File: config.mk
export PLATFORM = sky130hd
export DESIGN_NAME = pipelined_mult_unit
export DESIGN_NICKNAME = d
export VERILOG_FILES = /design/src/rtl/mult_pkg.sv /design/src/rtl/mult_pipe_stage.sv /design/src/rtl/pipelined_mult_unit.sv
export SDC_FILE = /design/constraint.sdc
export NUM_CORES = 2
export LEC_CHECK = 0
export CAP_MARGIN = 20
export CELL_PAD_IN_SITES_DETAIL_PLACEMENT = 0
export CELL_PAD_IN_SITES_GLOBAL_PLACEMENT = 2
export CORE_MARGIN = 3
export CORE_UTILIZATION = 42
export CTS_BUF_LIST = sky130_fd_sc_hd__clkbuf_4
export DETAILED_ROUTE_END_ITERATION = 12
export PLACE_DENSITY = 0.95
export SETUP_SLACK_MARGIN = 0.15
export SLEW_MARGIN = 0
export SYNTH_ARGS = -nofsm -noshare
export SYNTH_HDL_FRONTEND = slang
export SYNTH_SLANG_ARGS = --single-unit
File: constraint.sdc
create_clock -name clk -period 12.8 [get_ports clk]
set_input_delay 1.92 -clock clk [delete_from_list [all_inputs] [get_ports clk]]
set_output_delay 1.92 -clock clk [all_outputs]
set_load 0.005 [all_outputs]
File: src/rtl/mult_pkg.sv
// Shared types and limits for the pipelined integer multiplier.
package mult_pkg;

    // Per-operation mode: operand signedness and which product half to return.
    typedef struct packed {
        logic a_signed;
        logic b_signed;
        logic high;
    } mult_mode_t;

    // Product capture needs at least one register stage.
    localparam int MULT_MIN_STAGES = 1;

endpackage

File: src/rtl/mult_pipe_stage.sv
// One valid/ready register stage. Loads whenever it is empty or its
// contents are leaving, so bubbles ahead of a stall get squeezed out.
module mult_pipe_stage #(
    parameter int WIDTH = 8
) (
    input  logic             clk,
    input  logic             reset,
    input  logic             in_valid,
    output logic             in_ready,
    input  logic [WIDTH-1:0] in_data,
    output logic             out_valid,
    input  logic             out_ready,
    output logic [WIDTH-1:0] out_data
);

    assign in_ready = !out_valid || out_ready;

    // Capture on advance; payload only changes when a valid item arrives.
    always_ff @(posedge clk) begin
        if (reset) begin
            out_valid <= 1'b0;
            out_data  <= '0;
        end else if (in_ready) begin
            out_valid <= in_valid;
            if (in_valid)
                out_data <= in_data;
        end
    end

endmodule

File: src/rtl/pipelined_mult_unit.sv
// Fully pipelined integer multiplier with valid/ready on both sides,
// per-op signedness, half select and a pass-through tag. The product is
// formed combinationally ahead of stage 0; later stages are plain delay
// registers that retiming can pull the multiplier into.
module pipelined_mult_unit
    import mult_pkg::*;
#(
    parameter int DATA_LEN       = 32,
    parameter int PIPELINE_STAGE = 3,
    parameter int TAG_LEN        = 8
) (
    input  logic                clk,
    input  logic                reset,
    input  logic                in_valid,
    output logic                in_ready,
    input  logic [DATA_LEN-1:0] in_a,
    input  logic [DATA_LEN-1:0] in_b,
    input  logic                in_a_signed,
    input  logic                in_b_signed,
    input  logic                in_high,
    input  logic [TAG_LEN-1:0]  in_tag,
    output logic                out_valid,
    input  logic                out_ready,
    output logic [DATA_LEN-1:0] out_result,
    output logic [TAG_LEN-1:0]  out_tag,
    output logic                busy
);

    if (PIPELINE_STAGE < MULT_MIN_STAGES) begin : g_bad_stages
        $error("pipelined_mult_unit: PIPELINE_STAGE must be >= %0d", MULT_MIN_STAGES);
    end

    localparam int PW = DATA_LEN + TAG_LEN;

    typedef struct packed {
        logic [DATA_LEN-1:0] result;
        logic [TAG_LEN-1:0]  tag;
    } payload_t;

    mult_mode_t            mode;
    logic [2*DATA_LEN-1:0] a_ext, b_ext, product;
    payload_t              in_pl, out_pl;

    // vld_pipe[i+1] / dat_pipe[i+1] are the outputs of stage i.
    logic [PIPELINE_STAGE:0]         vld_pipe;
    logic [PIPELINE_STAGE:0][PW-1:0] dat_pipe;
    logic [PIPELINE_STAGE-1:0]       down_rdy;
    logic [PIPELINE_STAGE-1:0]       stage_rdy;
    logic                            unused_stage_rdy;

    // Extend both operands to the full product width, then keep the low
    // 2*DATA_LEN bits of the product, which are exact for any signedness mix.
    always_comb begin
        mode.a_signed = in_a_signed;
        mode.b_signed = in_b_signed;
        mode.high     = in_high;
        a_ext   = {{DATA_LEN{mode.a_signed & in_a[DATA_LEN-1]}}, in_a};
        b_ext   = {{DATA_LEN{mode.b_signed & in_b[DATA_LEN-1]}}, in_b};
        product = a_ext * b_ext;
        in_pl.result = mode.high ? product[2*DATA_LEN-1:DATA_LEN] : product[DATA_LEN-1:0];
        in_pl.tag    = in_tag;
    end

    // Downstream-ready per stage, built from valid bits only so the ready
    // chain never feeds back through a single vector.
    always_comb begin : p_down_rdy
        logic r;
        r = out_ready;
        for (int i = PIPELINE_STAGE - 1; i >= 0; i--) begin
            down_rdy[i] = r;
            r = !vld_pipe[i+1] || r;
        end
    end

    assign vld_pipe[0] = in_valid;
    assign dat_pipe[0] = in_pl;

    for (genvar i = 0; i < PIPELINE_STAGE; i++) begin : g_stage
        mult_pipe_stage #(.WIDTH(PW)) u_stage (
            .clk       (clk),
            .reset     (reset),
            .in_valid  (vld_pipe[i]),
            .in_ready  (stage_rdy[i]),
            .in_data   (dat_pipe[i]),
            .out_valid (vld_pipe[i+1]),
            .out_ready (down_rdy[i]),
            .out_data  (dat_pipe[i+1])
        );
    end

    // Inner stage readies duplicate down_rdy; only stage 0 faces the producer.
    assign unused_stage_rdy = &stage_rdy;

    assign in_ready   = stage_rdy[0] && !reset;
    assign out_pl     = dat_pipe[PIPELINE_STAGE];
    assign out_valid  = vld_pipe[PIPELINE_STAGE];
    assign out_result = out_pl.result;
    assign out_tag    = out_pl.tag;
    assign busy       = |vld_pipe[PIPELINE_STAGE:1];

endmodule

* Yosys cells after proc, flatten, opt, wreduce, memory -nomap -nowiden
Cells that the tools add are included.
Word-level totals: register bits 123, output and inout port bits 43
Operators by class: multiply operators 1, muxes and demuxes 1, bitwise logic cells 2, reduce and logical (&&, ||, !) cells 12
Operator list (count):
- $mul 33x33->64 | 1
- $mux 32 | 1
- $reduce_and 2->1 | 3
- $logic_not 1->1 | 4
- $logic_or 1x1->1 | 3
- $reduce_or 3->1 | 1
- $and 1x1->1 | 2
- $logic_and 1x1->1 | 1

* Longest topological paths before layout
word-level depth 5, gate-level depth with buffers 30

* Cells and area by module
From an unflattened synthesis, not the netlist that was laid out.
Unflattened totals: cell total of the unflattened synthesis 4832, area, all modules 44266.2 µm²
Modules (own cells, without submodules):
- pipelined_mult_unit | instances 1, cells each 4271, area each 38489.4 µm², sequential area each 0.0 µm²
- mult_pipe_stage | instances 3, cells each 187, area each 1925.6 µm², sequential area each 820.8 µm²

* Least setup slack after synthesis
Ideal clock, no wire load.
path kind input to register, start point input port in_a[31], end point register g_stage[0].u_stage.out_data[37], setup time 0.122 ns, data arrival time 9.641 ns, data required time 12.678 ns, path slack 3.037 ns, stages 29, buffers on the path 2, cell sequence clkbuf_1 > and2_1 > clkbuf_1 > nand2_1 > inv_1 > fa_1 > inv_1 > fa_1 > inv_1 > fa_1 > fa_1 > inv_1 > fa_1 > inv_1 > fa_1 > inv_1 > fa_1 > fa_1 > inv_1 > ha_1 > a21o_1 > a21oi_1 > o2bb2ai_1 > a211oi_1 > o21ai_0 > a21o_2 > a211oi_1 > o41ai_1 > a221o_1
On the way: cells in the longest elaborated chain, start to end 3
RTL lines:
- start, declared | RTL line pipelined_mult_unit.sv:16 | input logic [DATA_LEN-1:0] in_a,
- $and 1x1->1 | RTL line pipelined_mult_unit.sv:57 | a_ext = {{DATA_LEN{mode.a_signed & in_a[DATA_LEN-1]}}, in_a};
- $mul 33x33->64 (*) | RTL line pipelined_mult_unit.sv:59 | product = a_ext * b_ext;
- $mux 32 (*) | RTL line pipelined_mult_unit.sv:60 | in_pl.result = mode.high ? product[2*DATA_LEN-1:DATA_LEN] : product[DATA_LEN-1:0];
- end signal, assigned | RTL line mult_pipe_stage.sv:26 | out_data <= in_data;
- end, declared | RTL line mult_pipe_stage.sv:13 | output logic [WIDTH-1:0] out_data
Every way passes the cells marked *; elsewhere a longest branch is shown, timed or not. A chain may end at the register's enable or synchronous reset.

* Worst setup path in the final report
start point input port in_a_signed, end point register g_stage[0].u_stage.out_data[37]
On the way: cells in the longest elaborated chain, start to end 3
RTL lines:
- start, declared | RTL line pipelined_mult_unit.sv:18 | input logic in_a_signed,
- $and 1x1->1 | RTL line pipelined_mult_unit.sv:57
- $mul 33x33->64 | RTL line pipelined_mult_unit.sv:59
- $mux 32 | RTL line pipelined_mult_unit.sv:60
Every way passes these cells.

==> summary.md <==
| Metric | Value |
|---|---|
| Finished Cell Area | approximately 45000 um^2 |
| Die height | approximately 330 um |
| Setup Buffers After CTS | 0 |
| Worst-margin pin slew | 1.084 ns |
| Post-CTS sizing | 0 |
| Mapped Cells | between 4000 and 5000 |
| WL final | about 120000 um |
| Avg Inst Size Synth | approximately 9 um^2 |
| Worst hold-check path type | reg -> reg |
| FF-to-FF setup slack | roughly 10 ns |
| Clock latency on the worst-skew pair | around 0.52 ns |
| Wire per inst | approximately 19 um |
| Post-synthesis register bit count | roughly 120 |
| Asr flop ratio synth | 0 |
| IO Port Bufs | between 100 and 150 |
| Status | complete, no violations |
| Part of the cycle the worst path needs | 0.8094 |
| Total CTS buffers | 17 |
| Residual DRC count | 0 |
| Critical path endpoint category | register |
| Routed vias | just over 30000 |
| Hold_sp | g_stage[0].u_stage.out_data[10]$_SDFFE_PP0P_ |
| Synthesis-to-finish area growth | 5.123% |
| Slew Viols, Final | 0 |
| GRT Overall Usage | 0.2285 |
| Largest fanout on the critical path | 13 |
| Rel. slew slack | 0.2754 |
| Post-DP HPWL | ~96000 um |
| Worst-case hold path end point | g_stage[1].u_stage.out_data[10]$_SDFFE_PP0P_ |
| Layout cells sized above 1 | 0.03032 |
| Vias in the first global route | roughly 35000 |
| Commonest cells post-synth | fa_1 (1125), inv_1 (1116), nand2_1 (920) |
| Initial antenna violation count | 6 |
| Maxcap violations | 0 |
| Top-Level Pins | between 100 and 150 |
| Hold Fails Final Rpt | 0 |
| Critical Path AT | about 11 ns |
| Distinct cells, synth | ~80 |
| Top post-synthesis cells by area | fa_1 (52%), inv_1 (9.8%), nand2_1 (8.0%), ha_1 (6.2%), dfxtp_1 (5.7%) |
| Maximum clock rate | between 90 and 100 MHz |
| Dominant cell by count in the synthesized netlist | fa_1 |
| Row cnt | approximately 120 |
| Mapped Area | 42910 um^2 |
| Hold WS | 0.4310 ns |
| Placed Area | around 45000 um^2 |
| Die footprint | roughly 110000 um^2 |
| Cts hold-fix bufs | 0 |
| Clock sinks | 123 |
| Skew final | 0.02825 ns |
| Via density | slightly above 5 |
| Die Wd | 325.7 um |
| Dominant cell type by area after synthesis | fa_1 |
| Pre-antenna DRT Iters | 5 |
| Post-synth net total | between 6000 and 7000 |
| Largest net degree at the start of global routing | 72 |
| Sequential area share after synthesis | 0.05738 |
| Post-synth EDFFs | 0 |
| Ys flop type | dfxtp_1 |
| Total congestion overflow | 0 |
| CTS H-tree depth | 4 |
| Routability Congestion | around 0.9 |
| Final nets | approximately 6000 |
| Crit path time final | about 10 ns |
| Final setup vio count | 0 |
| Initial Util | 0.4261 |
| Setup TNS | 0 ns |
| Hold Crit Depth | 2 |
| Iter 0 DRT Violations | around 1700 |
| Clk root buf | clkbuf_4 |
| Routed Antenna Nets | 0 |
| Worst Setup Start Kind | input port |
| Critical path type | in -> reg |
| Clock-pin slew on the worst setup and hold paths | roughly 0.13 ns |
| Synth warn | 0 |
| Unrepaired setup endpoints after global routing | false |
| Worst Path Required | 13.20 ns |
| First-pass GRT wire length | 193000 um |
| CTS tree | yes |
| Top cell type's share of synthesized area | 0.5248 |
| Core area | slightly above 100000 um^2 |
| Clock Path Buffers | 2 |
| Worst R2R Path Depth | 8 |
| R2R Path Start | g_stage[2].u_stage.out_valid$_SDFFE_PP0P_ |
| Reg-to-Reg End | g_stage[0].u_stage.out_data[39]$_SDFFE_PP0P_ |
## cell type report
| cell class | count | area [um^2] |
|---|---|---|
| antenna | 4 | 10.01 |
| clock buffer | 20 | 150.1 |
| clock inverter | 12 | 118.9 |
| fill | 10015 | 55610 |
| inverter | 1116 | 4189 |
| multi-input combinational | 3255 | 34820 |
| sequential | 123 | 2462 |
| tap | 1357 | 1698 |
| timing repair buffer | 191 | 1664 |
## cell families (layout without fill, tap and decap cells)
kind of cell               Yosys count  after routing  share of synthesized area
DFF                                123            123                    0.05738
other                                0              4                          0
muxes                               12             12                   0.002799
buffers and inverters             1422           1339                     0.1315
xor gates and xnor gates            64             64                    0.01306
and+or+nand+nor                   1496           1496                     0.1581
adders and majority gates         1337           1337                     0.5866
AOI/OAI and AO/OA                  346            346                    0.05059
## worst max-delay path by stage
| stage | slack (ns) | cells after the start | endpoint | start |
|---|---|---|---|---|
| 6_report | 2.44 | 28 | g_stage[0].u_stage.out_data[37]$_SDFFE_PP0P_ | in_a_signed |
| 5_1_grt | 1.87 | 28 | g_stage[0].u_stage.out_data[37]$_SDFFE_PP0P_ | in_a_signed |
| 4_1_cts | 2.47 | 28 | g_stage[0].u_stage.out_data[37]$_SDFFE_PP0P_ | in_a_signed |
| 3_5_place_dp | 1.89 | 28 | g_stage[0].u_stage.out_data[37]$_SDFFE_PP0P_ | in_a_signed |
| 3_3_place_gp | 2.04 | 28 | g_stage[0].u_stage.out_data[37]$_SDFFE_PP0P_ | in_a_signed |
| 2_1_floorplan | 3.04 | 29 | g_stage[0].u_stage.out_data[37]$_SDFFE_PP0P_ | in_a[31] |
## sequential cells by signal (all words and copies together) (netlist names)
| name | flops |
|---|---|
| g_stage.u_stage.out_valid | 3 |
| g_stage.u_stage.out_data | 120 |
## through the flow
stage	worst slack [ns]	util	std cells
floorplan	3.037	-	4800
global placement	2.036	0.4451	6042
detailed placement	1.889	0.4451	6042
CTS	2.473	0.4478	6074
global route	1.866	0.4478	6076
finish	2.440	0.4479	6078
## cell usage in the layout, fill, tap and decap left out, types with 6 or more instances in the layout
cell and count:
a211oi_1 27, a21o_1 22, a21oi_1 160, a22oi_1 6, a31oi_1 11, and2_1 359
and3_1 21, buf_2 14, buf_4 71, clkbuf_4 20, clkdlybuf4s50_1 106, clkinv_4 6
dfxtp_1 123, fa_1 1125, ha_1 212, inv_1 1116, mux2i_1 12, nand2_1 920
nand2b_1 7, nand3_1 18, nand4_1 11, nor2_1 101, nor3_1 19, o211ai_1 6
o21a_1 8, o21ai_0 37, o21bai_1 11, o22ai_1 8, or2_2 14, or3_1 7
xnor2_1 41, xor2_1 23
## per-layer routing
metal | track usage | share of wire | vias to the layer above
li1 | - | - | 13670
met1 | 0.3086 | 0.44 | 16360
met2 | 0.4023 | 0.50 | 843
met3 | 0.02720 | 0.049 | 110
met4 | 0.03604 | 0.014 | 0
met5 | 0 | 0 | -
## critical path, cell delays in order
cell,delay (ns)
clkdlybuf4s50_1,0.47
and2_1,0.59
nand2_1,0.25
inv_1,0.13
fa_1,0.39
inv_1,0.22
fa_1,0.50
inv_1,0.20
fa_1,0.49
fa_1,0.85
inv_1,0.32
fa_1,0.55
inv_1,0.05
fa_1,0.52
inv_1,0.05
fa_1,0.47
fa_1,0.49
inv_1,0.04
ha_1,0.35
a21o_1,0.22
a21oi_1,0.15
o2bb2ai_1,0.08
a211oi_1,0.38
o21ai_0,0.15
a21o_2,0.25
a211oi_1,0.21
o41ai_1,0.09
a221o_1,0.36
Power is not shown: default switching activity piles up to over one toggle a cycle in this logic, so the estimate is an artifact.
